<file path="config.mk">
export PLATFORM = sky130hd
export DESIGN_NAME = dm_sba_ctrl_flat
export DESIGN_NICKNAME = d
export VERILOG_FILES = /design/src/rtl/dm_sba_ctrl_if.sv /design/src/rtl/dm_sba_ctrl.sv /design/src/flat_wrapper.sv
export SDC_FILE = /design/constraint.sdc
export NUM_CORES = 1
export LEC_CHECK = 0
export ABC_AREA = 0
export BUFFER_PORTS_ARGS = -buffer_cell sky130_fd_sc_hd__buf_2
export CAP_MARGIN = 20
export CORE_UTILIZATION = 53
export DETAILED_ROUTE_END_ITERATION = 6
export GPL_TIMING_DRIVEN = 0
export PLACE_DENSITY = 0.81
export SLEW_MARGIN = 20
export SYNTH_ARGS = -nofsm -noshare
export SYNTH_HDL_FRONTEND = slang
export SYNTH_SLANG_ARGS = --single-unit
</file>
<file path="constraint.sdc">
create_clock -name clk -period 6.41 [get_ports clk]
set_clock_uncertainty 0.05 [all_clocks]
set_input_delay 1.282 -clock clk [delete_from_list [all_inputs] [get_ports clk]]
set_output_delay 1.282 -clock clk [all_outputs]
set_load 0.005 [all_outputs]
</file>
<file path="src/rtl/dm_sba_ctrl_if.sv">
// dm_sba_ctrl_if: single-beat system bus port of the debug module SBA.
// master = SBA controller, slave = bus arbiter side.
interface dm_sba_ctrl_if #(
  parameter int ADDR_W = 32
);
  logic              sba_req_valid_o;
  logic              sba_req_ready_i;
  logic              sba_req_we_o;
  logic [ADDR_W-1:0] sba_req_addr_o;
  logic [2:0]        sba_req_size_o;
  logic [63:0]       sba_req_wdata_o;
  logic              sba_resp_valid_i;
  logic [63:0]       sba_resp_rdata_i;
  logic              sba_resp_err_i;

  modport master (
    output sba_req_valid_o, sba_req_we_o, sba_req_addr_o,
    output sba_req_size_o, sba_req_wdata_o,
    input  sba_req_ready_i, sba_resp_valid_i,
    input  sba_resp_rdata_i, sba_resp_err_i
  );

  modport slave (
    input  sba_req_valid_o, sba_req_we_o, sba_req_addr_o,
    input  sba_req_size_o, sba_req_wdata_o,
    output sba_req_ready_i, sba_resp_valid_i,
    output sba_resp_rdata_i, sba_resp_err_i
  );
endinterface

</file>
<file path="src/rtl/dm_sba_ctrl.sv">
// dm_sba_ctrl: debug module system bus access controller (SBCS/SBADDRESS0/SBDATA0/1).
// Define SBA_ACCESS64_EN for 64-bit accesses and a writable SBDATA1.
module dm_sba_ctrl #(
  parameter int ADDR_W    = 32,
  parameter int SBVERSION = 1
) (
  input  logic          clk,
  input  logic          rst,
  input  logic          dmactive_i,
  input  logic          dmi_we_i,
  input  logic          dmi_re_i,
  input  logic [7:0]    dmi_addr_i,
  input  logic [31:0]   dmi_wdata_i,
  output logic [31:0]   dmi_rdata_o,
  dm_sba_ctrl_if.master sba,
  output logic          sbbusy_o
);

  localparam logic [7:0] A_SBCS    = 8'h38;
  localparam logic [7:0] A_SBADDR0 = 8'h39;
  localparam logic [7:0] A_SBDATA0 = 8'h3c;
  localparam logic [7:0] A_SBDATA1 = 8'h3d;

  localparam logic [2:0] SBA_IDLE       = 3'd0;
  localparam logic [2:0] SBA_READ       = 3'd1;
  localparam logic [2:0] SBA_WRITE      = 3'd2;
  localparam logic [2:0] SBA_WAIT_READ  = 3'd3;
  localparam logic [2:0] SBA_WAIT_WRITE = 3'd4;

`ifdef SBA_ACCESS64_EN
  localparam logic ACC64 = 1'b1;
`else
  localparam logic ACC64 = 1'b0;
`endif

  logic [2:0]        state;
  logic              busyerr;
  logic              readonaddr;
  logic              autoinc;
  logic              readondata;
  logic [2:0]        access;
  logic [2:0]        sberror;
  logic [ADDR_W-1:0] sbaddress;
  logic [31:0]       sbdata0;
  logic [31:0]       sbdata1;
  logic [ADDR_W-1:0] req_addr;
  logic [2:0]        req_size;
  logic [63:0]       req_wdata;
  logic [63:0]       rdata;
  logic [31:0]       sbcs;

  logic wr_cs, wr_addr, wr_d0, wr_d1, rd_d0;
  logic busy, gate, busy_hit;
  logic trig_ra, trig_wr, trig_rd, trig;
  logic size_ok, aligned;
  logic [ADDR_W-1:0] trig_addr;

  function automatic logic [63:0] fit(logic [63:0] d, logic [2:0] s);
    logic [63:0] r;
    unique case (s)
      3'd0:    r = {56'd0, d[7:0]};
      3'd1:    r = {48'd0, d[15:0]};
      3'd2:    r = {32'd0, d[31:0]};
      default: r = d;
    endcase
    return r;
  endfunction

  assign wr_cs   = dmi_we_i && dmi_addr_i == A_SBCS;
  assign wr_addr = dmi_we_i && dmi_addr_i == A_SBADDR0;
  assign wr_d0   = dmi_we_i && dmi_addr_i == A_SBDATA0;
  assign wr_d1   = dmi_we_i && dmi_addr_i == A_SBDATA1;
  assign rd_d0   = dmi_re_i && !dmi_we_i
                && dmi_addr_i == A_SBDATA0;

  assign busy     = state != SBA_IDLE;
  assign gate     = !busy && !busyerr && sberror == 3'd0;
  assign busy_hit = busy && (wr_addr || wr_d0 || wr_d1 || rd_d0);

  assign trig_ra = gate && wr_addr && readonaddr;
  assign trig_wr = gate && wr_d0;
  assign trig_rd = gate && rd_d0 && readondata;
  assign trig    = trig_ra || trig_wr || trig_rd;

  // read-on-address uses the address being written this cycle
  assign trig_addr = trig_ra ? ADDR_W'(dmi_wdata_i) : sbaddress;
  assign size_ok   = access <= (ACC64 ? 3'd3 : 3'd2);

  always_comb begin
    aligned = 1'b1;
    unique case (access)
      3'd1:    aligned = !trig_addr[0];
      3'd2:    aligned = trig_addr[1:0] == 2'd0;
      3'd3:    aligned = trig_addr[2:0] == 3'd0;
      default: aligned = 1'b1;
    endcase
  end

  assign rdata = fit(sba.sba_resp_rdata_i, req_size);

`ifndef SBA_ACCESS64_EN
  logic unused_rdata;
  assign unused_rdata = ^rdata[63:32];
  assign sbdata1      = '0;
`endif

  assign sbcs = {3'(SBVERSION), 6'd0, busyerr, busy,
                 readonaddr, access, autoinc, readondata,
                 sberror, 7'(ADDR_W), 1'b0, ACC64, 3'b111};

  always_comb begin
    dmi_rdata_o = '0;
    unique case (1'b1)
      dmi_addr_i == A_SBCS:    dmi_rdata_o = sbcs;
      dmi_addr_i == A_SBADDR0: dmi_rdata_o = 32'(sbaddress);
      dmi_addr_i == A_SBDATA0: dmi_rdata_o = sbdata0;
      dmi_addr_i == A_SBDATA1: dmi_rdata_o = sbdata1;
      default:                 dmi_rdata_o = '0;
    endcase
  end

  always_ff @(posedge clk or posedge rst) begin
    if (rst) begin
      state      <= SBA_IDLE;
      busyerr    <= 1'b0;
      readonaddr <= 1'b0;
      autoinc    <= 1'b0;
      readondata <= 1'b0;
      access     <= 3'd2;
      sberror    <= 3'd0;
      sbaddress  <= '0;
      sbdata0    <= '0;
`ifdef SBA_ACCESS64_EN
      sbdata1    <= '0;
`endif
      req_addr   <= '0;
      req_size   <= '0;
      req_wdata  <= '0;
    end else if (!dmactive_i) begin
      state      <= SBA_IDLE;
      busyerr    <= 1'b0;
      readonaddr <= 1'b0;
      autoinc    <= 1'b0;
      readondata <= 1'b0;
      access     <= 3'd2;
      sberror    <= 3'd0;
      sbaddress  <= '0;
      sbdata0    <= '0;
`ifdef SBA_ACCESS64_EN
      sbdata1    <= '0;
`endif
      req_addr   <= '0;
      req_size   <= '0;
      req_wdata  <= '0;
    end else begin
      if (wr_cs) begin
        if (dmi_wdata_i[22]) busyerr <= 1'b0;
        sberror    <= sberror & ~dmi_wdata_i[14:12];
        readonaddr <= dmi_wdata_i[20];
        access     <= dmi_wdata_i[19:17];
        autoinc    <= dmi_wdata_i[16];
        readondata <= dmi_wdata_i[15];
      end
      if (busy_hit) busyerr <= 1'b1;
      if (!busy && wr_addr) sbaddress <= ADDR_W'(dmi_wdata_i);
      if (!busy && wr_d0) sbdata0 <= dmi_wdata_i;
`ifdef SBA_ACCESS64_EN
      if (!busy && wr_d1) sbdata1 <= dmi_wdata_i;
`endif
      if (trig) begin
        if (!size_ok) begin
          sberror <= 3'd4;
        end else if (!aligned) begin
          sberror <= 3'd3;
        end else begin
          state     <= trig_wr ? SBA_WRITE : SBA_READ;
          req_addr  <= trig_addr;
          req_size  <= access;
          req_wdata <= trig_wr
                     ? fit({sbdata1, dmi_wdata_i}, access)
                     : 64'd0;
        end
      end
      unique case (state)
        SBA_READ:
          if (sba.sba_req_ready_i) state <= SBA_WAIT_READ;
        SBA_WRITE:
          if (sba.sba_req_ready_i) state <= SBA_WAIT_WRITE;
        SBA_WAIT_READ, SBA_WAIT_WRITE:
          if (sba.sba_resp_valid_i) begin
            state <= SBA_IDLE;
            if (sba.sba_resp_err_i) begin
              sberror <= 3'd2;
            end else begin
              if (state == SBA_WAIT_READ) begin
                sbdata0 <= rdata[31:0];
`ifdef SBA_ACCESS64_EN
                sbdata1 <= rdata[63:32];
`endif
              end
              if (autoinc)
                sbaddress <= sbaddress + (ADDR_W'(1) << req_size);
            end
          end
        default: ;
      endcase
    end
  end

  assign sba.sba_req_valid_o = state == SBA_READ || state == SBA_WRITE;
  assign sba.sba_req_we_o    = state == SBA_WRITE;
  assign sba.sba_req_addr_o  = req_addr;
  assign sba.sba_req_size_o  = req_size;
  assign sba.sba_req_wdata_o = req_wdata;
  assign sbbusy_o            = busy;

endmodule

</file>
<file path="src/flat_wrapper.sv">
// flat-port wrapper written by rule: the top's interface ports become plain ports
module dm_sba_ctrl_flat 
#(
  parameter int ADDR_W    = 32,
  parameter int SBVERSION = 1
)
  (clk, rst, dmactive_i, dmi_we_i, dmi_re_i, dmi_addr_i, dmi_wdata_i, dmi_rdata_o, sbbusy_o, sba_sba_req_valid_o, sba_sba_req_we_o, sba_sba_req_addr_o, sba_sba_req_size_o, sba_sba_req_wdata_o, sba_sba_req_ready_i, sba_sba_resp_valid_i, sba_sba_resp_rdata_i, sba_sba_resp_err_i);
  dm_sba_ctrl_if #(.ADDR_W(ADDR_W)) sba_i ();
  input  logic clk;
  input  logic rst;
  input  logic dmactive_i;
  input  logic dmi_we_i;
  input  logic dmi_re_i;
  input  logic [7:0] dmi_addr_i;
  input  logic [31:0] dmi_wdata_i;
  output logic [31:0] dmi_rdata_o;
  output logic sbbusy_o;
  output wire logic [$bits(sba_i.sba_req_valid_o)-1:0] sba_sba_req_valid_o;
  output wire logic [$bits(sba_i.sba_req_we_o)-1:0] sba_sba_req_we_o;
  output wire logic [$bits(sba_i.sba_req_addr_o)-1:0] sba_sba_req_addr_o;
  output wire logic [$bits(sba_i.sba_req_size_o)-1:0] sba_sba_req_size_o;
  output wire logic [$bits(sba_i.sba_req_wdata_o)-1:0] sba_sba_req_wdata_o;
  input wire logic [$bits(sba_i.sba_req_ready_i)-1:0] sba_sba_req_ready_i;
  input wire logic [$bits(sba_i.sba_resp_valid_i)-1:0] sba_sba_resp_valid_i;
  input wire logic [$bits(sba_i.sba_resp_rdata_i)-1:0] sba_sba_resp_rdata_i;
  input wire logic [$bits(sba_i.sba_resp_err_i)-1:0] sba_sba_resp_err_i;
  assign sba_sba_req_valid_o = sba_i.sba_req_valid_o;
  assign sba_sba_req_we_o = sba_i.sba_req_we_o;
  assign sba_sba_req_addr_o = sba_i.sba_req_addr_o;
  assign sba_sba_req_size_o = sba_i.sba_req_size_o;
  assign sba_sba_req_wdata_o = sba_i.sba_req_wdata_o;
  assign sba_i.sba_req_ready_i = sba_sba_req_ready_i;
  assign sba_i.sba_resp_valid_i = sba_sba_resp_valid_i;
  assign sba_i.sba_resp_rdata_i = sba_sba_resp_rdata_i;
  assign sba_i.sba_resp_err_i = sba_sba_resp_err_i;
  dm_sba_ctrl #(.ADDR_W(ADDR_W), .SBVERSION(SBVERSION)) u_core (.clk(clk), .rst(rst), .dmactive_i(dmactive_i), .dmi_we_i(dmi_we_i), .dmi_re_i(dmi_re_i), .dmi_addr_i(dmi_addr_i), .dmi_wdata_i(dmi_wdata_i), .dmi_rdata_o(dmi_rdata_o), .sba(sba_i), .sbbusy_o(sbbusy_o));
endmodule
</file>
==> reports/summary.md, run 1 <==
## Clock network
* **Clock Sinks** 144
* **clock insertion delay at the later pin of the skew report** 0.44 ns
* **buffer count from post-CTS setup fixing** 0
* **Clock transition at path regs** 0.06 ns
* **CTS Root Buffer Type** clkbuf_16
* **number of buffers inserted by hold repair at cts** 0
* **Resized Gates After CTS** 0
* **maximum clock path buffer count** 2
* **CTS tree** yes
* **Max H-tree Level** 4
* **total clock buffers created by CTS** 17

## Setup path
* **number of cells on the worst reg-to-reg path** 11
* **launch instance of the worst register-to-register path** u_core.sba.sba_req_size_o[1]
* **class of the most critical setup path** in -> out
* **Required @ worst endpoint** 5.08 ns
* **biggest fanout along the worst timing path** 10
* **crit end category** primary output
* **startpoint kind of the worst setup timing path** input port
* **arrival time of the worst setup path** 3.49 ns
* **reg-to-reg endpoint** u_core.sbaddress[30]
* **worst reg-to-reg setup slack** 3.02 ns

## Die
* **DIE AREA** 16770 um2
* **die width** 129.5 um
* **number of placed I/O pins** 246
* **Cell Rows** 46
* **Die Ht** 129.5 um
* **CORE AREA** 15890 um2
* **effective utilization at floorplan** 54.22%

## STA
* **endpoints failing hold** 0
* **Post-Route Hold Slack** 0.4491 ns
* **transition time of the tightest slew-check pin** 1.022 ns
* **unrepaired setup endpoints after global routing** false
* **final period utilization** 75.20%
* **highest attainable clock frequency** 207.5 MHz
* **Final setup violation count** 0
* **Max-slew headroom** 31.61%
* **clock period minus worst slack** 4.820 ns
* **final slew viol count** 0

## Routing
* **via count** 8764
* **DRC Markers** 0
* **DR vias/cell** 6.120
* **Initial DRT Pass Iterations** 6
* **Final Routed Wirelength** 29.28 mm
* **Final ANT Viol Nets** 0
* **Avg WL per Cell** 20.44 um
* **First DRT Iteration DRCs** 1023

## Hold path
* **Min-Delay Path Depth** 1
* **worst hold-check path type** reg -> reg
* **worst hold start** u_core.sba.sba_req_wdata_o[18]
* **Endpoint, Worst Hold** u_core.sba.sba_req_wdata_o[18]

## Status
* **status** complete, no violations

## Synthesis
* **number of distinct library cell variants in the gate-level netlist after synthesis** 72
* **sequential share of the synthesized area** 41.85%
* **Ys Warns** 0
* **fraction of synthesis flops using an asynchronous set or reset pin** 100.0%
* **Post-synth EDFFs** 0
* **most frequently used flop master after synthesis** dfrtp_1
* **total of flip-flops plus latches after synthesis** 144
* **mapped cell area** 8613 um2
* **number of standard cells after synthesis** 973
* **Post-Synthesis Mean Instance Area** 8.852 um2

## GRT
* **overall fraction of global-route tracks in use** 35.51%
* **wire length of the first global-routing pass** 44.30 mm
* **initial antenna violation count** 0
* **pin count of the biggest net entering global routing** 100
* **Overflow after GRT** 0
* **number of global-route vias before repair** 8044

## Final layout
* **layout cells sized above 1** 22.94%
* **most frequent standard cell in the layout excluding fill and tap cells** buf_2
* **non-filler instance count after layout** 1432
* **Area growth, synth to finish** 22.81%
* **final net count** 1325
* **ant diodes** 0
* **commonest non-fill, non-tap cells in the layout** buf_2, nand2_1, dfrtp_1, nor2_1, a21oi_1

## Place
* **cell total after placement** 1401
* **Port Buf Inserts** 180
* **Post-DP HPWL** 21.00 mm
* **routability congestion estimate** 0.9498

## Power
* **areal power density over the cells** 203.2 nW/um2
* **Leakage** 5.248 nW
* **Peak supply drop** 0.0002044 V

## Job
* **number of violations of the max-capacitance limit** 0

sequential cells by signal (all words and copies together) (netlist names):
| register | cells |
|---|---|
| u_core.sberror | 3 |
| u_core.access | 3 |
| u_core.sbdata0 | 32 |
| u_core.readonaddr | 1 |
| u_core.sbaddress | 32 |
| u_core.sba.sba_req_wdata_o | 32 |
| u_core.sba.sba_req_size_o | 3 |
| u_core.busyerr | 1 |
| u_core.autoinc | 1 |
| u_core.state | 3 |
| u_core.sba.sba_req_addr_o | 32 |
| u_core.readondata | 1 |
worst max-delay path by stage:
stage	from	depth (start not counted)	slack, ns	end
6_report	dmi_addr_i[6]	6	1.59	dmi_rdata_o[9]
5_1_grt	dmi_addr_i[6]	6	1.54	dmi_rdata_o[11]
4_1_cts	dmi_addr_i[6]	6	1.53	dmi_rdata_o[9]
3_5_place_dp	dmi_addr_i[6]	6	1.54	dmi_rdata_o[9]
3_3_place_gp	rst	2	-0.56	u_core.sba.sba_req_wdata_o[26]
2_1_floorplan	rst	1	1.21	u_core.access[0]
Yosys cell counts, drive strengths merged (10+ instances only):
library cell,count,area (um2)
a21oi,99,495.5
a22o,32,280.3
a311oi,14,122.6
a32o,16,160.2
buf,50,352.8
clkbuf,57,214.0
dfrtp,143,3578
inv,13,48.80
mux2i,45,450.4
nand2,153,574.3
nand3,15,75.07
nand4,12,75.07
nor2,101,386.6
nor2b,13,81.33
nor3,16,90.09
nor4,10,113.9
o211a,32,320.3
o211ai,15,112.6
o21ai,26,130.1
per-layer routing:
metal  share of wire, %  GRT usage (%)  wire (um)  vias to the layer above
met3                 12          9.249       3468                      106
li1                   -              -          -                     3914
met1                 40          47.98      11730                     4152
met4                4.2          17.85       1220                        0
met2                 44          52.88      12860                      592
met5                  0              0          0                        -
power by group:
part,internal [mW],switching [mW]
Clock,0.694,0.397
Combinational,0.0498,0.0960
Sequential,0.911,0.00140
Total,1.65,0.494
final cells by class:
type	instances	area (um2)
fill	1327	5308
tap	216	270.3
buffer	107	566.8
clock inverter	12	190.2
clock buffer	19	442.9
multi-input combinational	740	4518
sequential	144	3605
inverter	13	56.30
timing repair buffer	181	928.4
cell families after synthesis:
| kind of cell | synth area share (%) |
|---|---|
| fa+ha+maj | 1.395 |
| compound gates | 23.18 |
| buf+inv | 7.147 |
| mux | 5.491 |
| flops | 41.85 |
| simple gates | 20.28 |
| other cells | 0.04354 |
| xor+xnor | 0.6101 |
critical path, cell delays in order:
cell and delay [ns]:
buf_2 0.10, nand4bb_1 0.41, nor3_2 0.73, clkbuf_1 0.52, a22o_1 0.30, buf_2 0.13
stage by stage:
stage | utilization [%] | setup slack [ns] | setup TNS (ns) | power, mW | area, um2
after CTS | 66.53 | 1.531 | 0 | 2.145 | 10570
after global placement | 62.33 | -0.5599 | -78.29 | 1.067 | 9901
after global routing | 66.59 | 1.538 | 0 | 2.200 | 10580
final | 66.59 | 1.590 | 0 | 2.149 | 10580
after detailed placement | 62.55 | 1.541 | 0 | 1.070 | 9936
after floorplan | - | 1.213 | 0 | 1.001 | 8730
(Power assumes the default switching activity.)
==> run 2: changes to the inputs <==
--- a/config.mk
+++ b/config.mk
@@ -8,10 +8,10 @@
 export ABC_AREA = 0
 export BUFFER_PORTS_ARGS = -buffer_cell sky130_fd_sc_hd__buf_2
 export CAP_MARGIN = 20
-export CORE_UTILIZATION = 53
+export CORE_UTILIZATION = 48
 export DETAILED_ROUTE_END_ITERATION = 6
 export GPL_TIMING_DRIVEN = 0
-export PLACE_DENSITY = 0.81
+export PLACE_DENSITY = 0.78
 export SLEW_MARGIN = 20
 export SYNTH_ARGS = -nofsm -noshare
 export SYNTH_HDL_FRONTEND = slang
==> constraint.sdc (replaced) <==
create_clock -name clk -period 3.85 [get_ports clk]
set_clock_uncertainty 0.05 [all_clocks]
set_input_delay 0.77 -clock clk [delete_from_list [all_inputs] [get_ports clk]]
set_output_delay 0.77 -clock clk [all_outputs]
set_load 0.005 [all_outputs]
==> run 2 against run 1 <==
Register-to-register slack lost 2.5 ns; clock power rose by 41%; utilization decreased by 5.8 points; critical path type unchanged.
==> reports/summary.md, run 2 (synthesis results as in run 1) <==
## Routing
* **Initial DRT Pass Iterations** 5, was 6
* **Final Routed Wirelength** 29.44 mm, was 29.28 mm
* **DR vias/cell** 6.035, was 6.120
* **Avg WL per Cell** 20.40 um, was 20.44 um
* **DRC Markers** 0, unchanged
* **First DRT Iteration DRCs** 1019, was 1023
* **via count** 8708, was 8764
* **Final ANT Viol Nets** 0, unchanged

## Die
* **Cell Rows** 48, was 46
* **CORE AREA** 17420 um2, was 15890 um2
* **effective utilization at floorplan** 49.45%, was 54.22%
* **number of placed I/O pins** 246, unchanged
* **Die Ht** 136.0 um, was 129.5 um
* **die width** 136.0 um, was 129.5 um
* **DIE AREA** 18480 um2, was 16770 um2

## Power
* **fraction of power consumed by sequential logic** 45.8%, was 42.4%
* **Switching Share** 23.29%, was 23.00%
* **Leakage** 5.257 nW, was 5.248 nW
* **internal power of the cells** 2.543 mW, was 1.655 mW
* **Gate power share** 7.6%, was 6.8%
* **part of the total power dissipated in the clock network** 46.5%, was 50.8%
* **Peak supply drop** 0.0003278 V, was 0.0002044 V
* **areal power density over the cells** 313.0 nW/um2, was 203.2 nW/um2
* **switching power** 0.7723 mW, was 0.4941 mW

## Clock network
* **Clock transition at path regs** 0.06 ns, about the same
* **Clock Sinks** 144, unchanged
* **total clock buffers created by CTS** 17, unchanged
* **clock insertion delay at the later pin of the skew report** 0.43 ns, was 0.44 ns
* **CTS Root Buffer Type** clkbuf_16, unchanged
* **Max H-tree Level** 4, unchanged
* **CTS tree** yes, unchanged
* **maximum clock path buffer count** 2, unchanged

## Final layout
* **layout cells sized above 1** 22.82%, was 22.94%
* **final net count** 1332, was 1325
* **ant diodes** 0, unchanged
* **cell area after layout** 10590 um2, was 10580 um2
* **count of filler cells inserted in the layout** 1565, was 1327
* **Area growth, synth to finish** 23.00%, was 22.81%
* **commonest non-fill, non-tap cells in the layout** buf_2, nand2_1, dfrtp_1, nor2_1, a21oi_1, unchanged
* **most frequent standard cell in the layout excluding fill and tap cells** buf_2, unchanged

## Place
* **post-place instance area** 10030 um2, was 9936 um2
* **Post-DP HPWL** 21.84 mm, was 21.00 mm
* **routability congestion estimate** 0.9620, was 0.9498
* **worst slack, placed** -0.07633 ns, was 1.541 ns
* **Port Buf Inserts** 180, unchanged

## Setup path
* **crit end category** primary output, unchanged
* **startpoint kind of the worst setup timing path** input port, unchanged
* **biggest fanout along the worst timing path** 10, unchanged
* **class of the most critical setup path** in -> out, unchanged
* **worst reg-to-reg setup slack** 0.52 ns, was 3.02 ns
* **CP startpoint** dmi_addr_i[6], unchanged
* **Required @ worst endpoint** 3.03 ns, was 5.08 ns
* **arrival time of the worst setup path** 2.81 ns, was 3.49 ns
* **launch instance of the worst register-to-register path** u_core.state[2], was u_core.sba.sba_req_size_o[1]

## GRT
* **number of global-route vias before repair** 8259, was 8044
* **overall fraction of global-route tracks in use** 32.64%, was 35.51%
* **initial antenna violation count** 0, unchanged
* **Overflow after GRT** 0, unchanged
* **wire length of the first global-routing pass** 45.48 mm, was 44.30 mm
* **pin count of the biggest net entering global routing** 35, was 100

## STA
* **highest attainable clock frequency** 275.4 MHz
* **final period utilization** 94.32%
* **Post-Route Hold Slack** 0.3023 ns, was 0.4491 ns
* **smallest setup slack after layout** 0.2188 ns, was 1.590 ns
* **unrepaired setup endpoints after global routing** false, unchanged
* **TNS Setup** 0 ns, unchanged
* **Max-slew headroom** 23.78%, was 31.61%
* **clock period minus worst slack** 3.631 ns
* **endpoints failing hold** 0, unchanged
* **final slew viol count** 0, unchanged
* **Final setup violation count** 0, unchanged
* **transition time of the tightest slew-check pin** 1.139 ns, was 1.022 ns

## Job
* **number of violations of the max-capacitance limit** 0, unchanged

## Status
* **status** complete, no violations, unchanged

## Hold path
* **worst hold-check path type** in -> async, was reg -> reg

run 2: cell count changes in the layout (fill, tap and decap cells not counted), sizes merged:
cell,change
clkinv,-5
clkbuf,+6
clkinvlp,-1
bufinv,-4
buf,+7
inv,-1
run 2: final cells by class:
cell class	count	area [um2]	area share, %
tap	225	281.5	2.657
multi-input combinational	740	4524	42.71
clock buffer	25	495.5	4.677
buffer	107	566.8	5.350
inverter	13	52.55	0.4960
timing repair buffer	188	1039	9.803
clock inverter	1	30.03	0.2835
sequential	144	3605	34.03
run 2: what timing repair did:
item / 4_1_cts / 5_1_grt
gates resized for setup: 1 / 1
pin swaps: 0 / 1
hold buffers: 0 / 0
setup buffers: 0 / 3
endpoints found under the setup margin: 7 / 2
run 2: power by group through the flow:
stage          clock network (mW)  registers (mW)  logic (mW)
2_1_floorplan                   0            1.55       0.121
3_3_place_gp                    0            1.55       0.232
3_5_place_dp                    0            1.55       0.248
4_1_cts                      1.55            1.52       0.249
5_1_grt                      1.60            1.52       0.274
6_report                     1.54            1.52       0.253
run 2: per-stage QoR:
stage	utilization, %	power [mW]	instances
after detailed placement	57.59	1.793	1414
after CTS	60.66	3.317	1440
final	60.83	3.316	1443
after global placement	56.93	1.778	1409
after floorplan	-	1.667	1004
after global routing	60.83	3.389	1443
run 2: path summary, 6_finish.rpt:
| check | to | cells after the start |
|---|---|---|
| setup / recovery | dmi_rdata_o[9] | 6 |
| hold / removal | u_core.sberror[0] | 2 |
| min in group clk | u_core.sba.sba_req_wdata_o[31] | 1 |
| hold reg to reg | u_core.sba.sba_req_wdata_o[31] | 1 |
| setup reg to reg | u_core.sba.sba_req_wdata_o[22] | 8 |
| max in group asynchronous | u_core.sbaddress[29] | 4 |
run 2: worst max-delay path, stage by stage:
cell,delay [ns]
buf_2,0.10
nand4bb_1,0.48
nor3_4,0.55
clkbuf_1,0.49
a22o_1,0.29
buf_2,0.13
run 2: routing by layer:
metal | vias up | track usage (%) | wire length (um)
met3 | 94 | 7.047 | 3081
met1 | 4113 | 44.22 | 12030
met4 | 0 | 16.17 | 1123
met5 | - | 0 | 0
met2 | 562 | 49.32 | 13210
li1 | 3939 | - | -
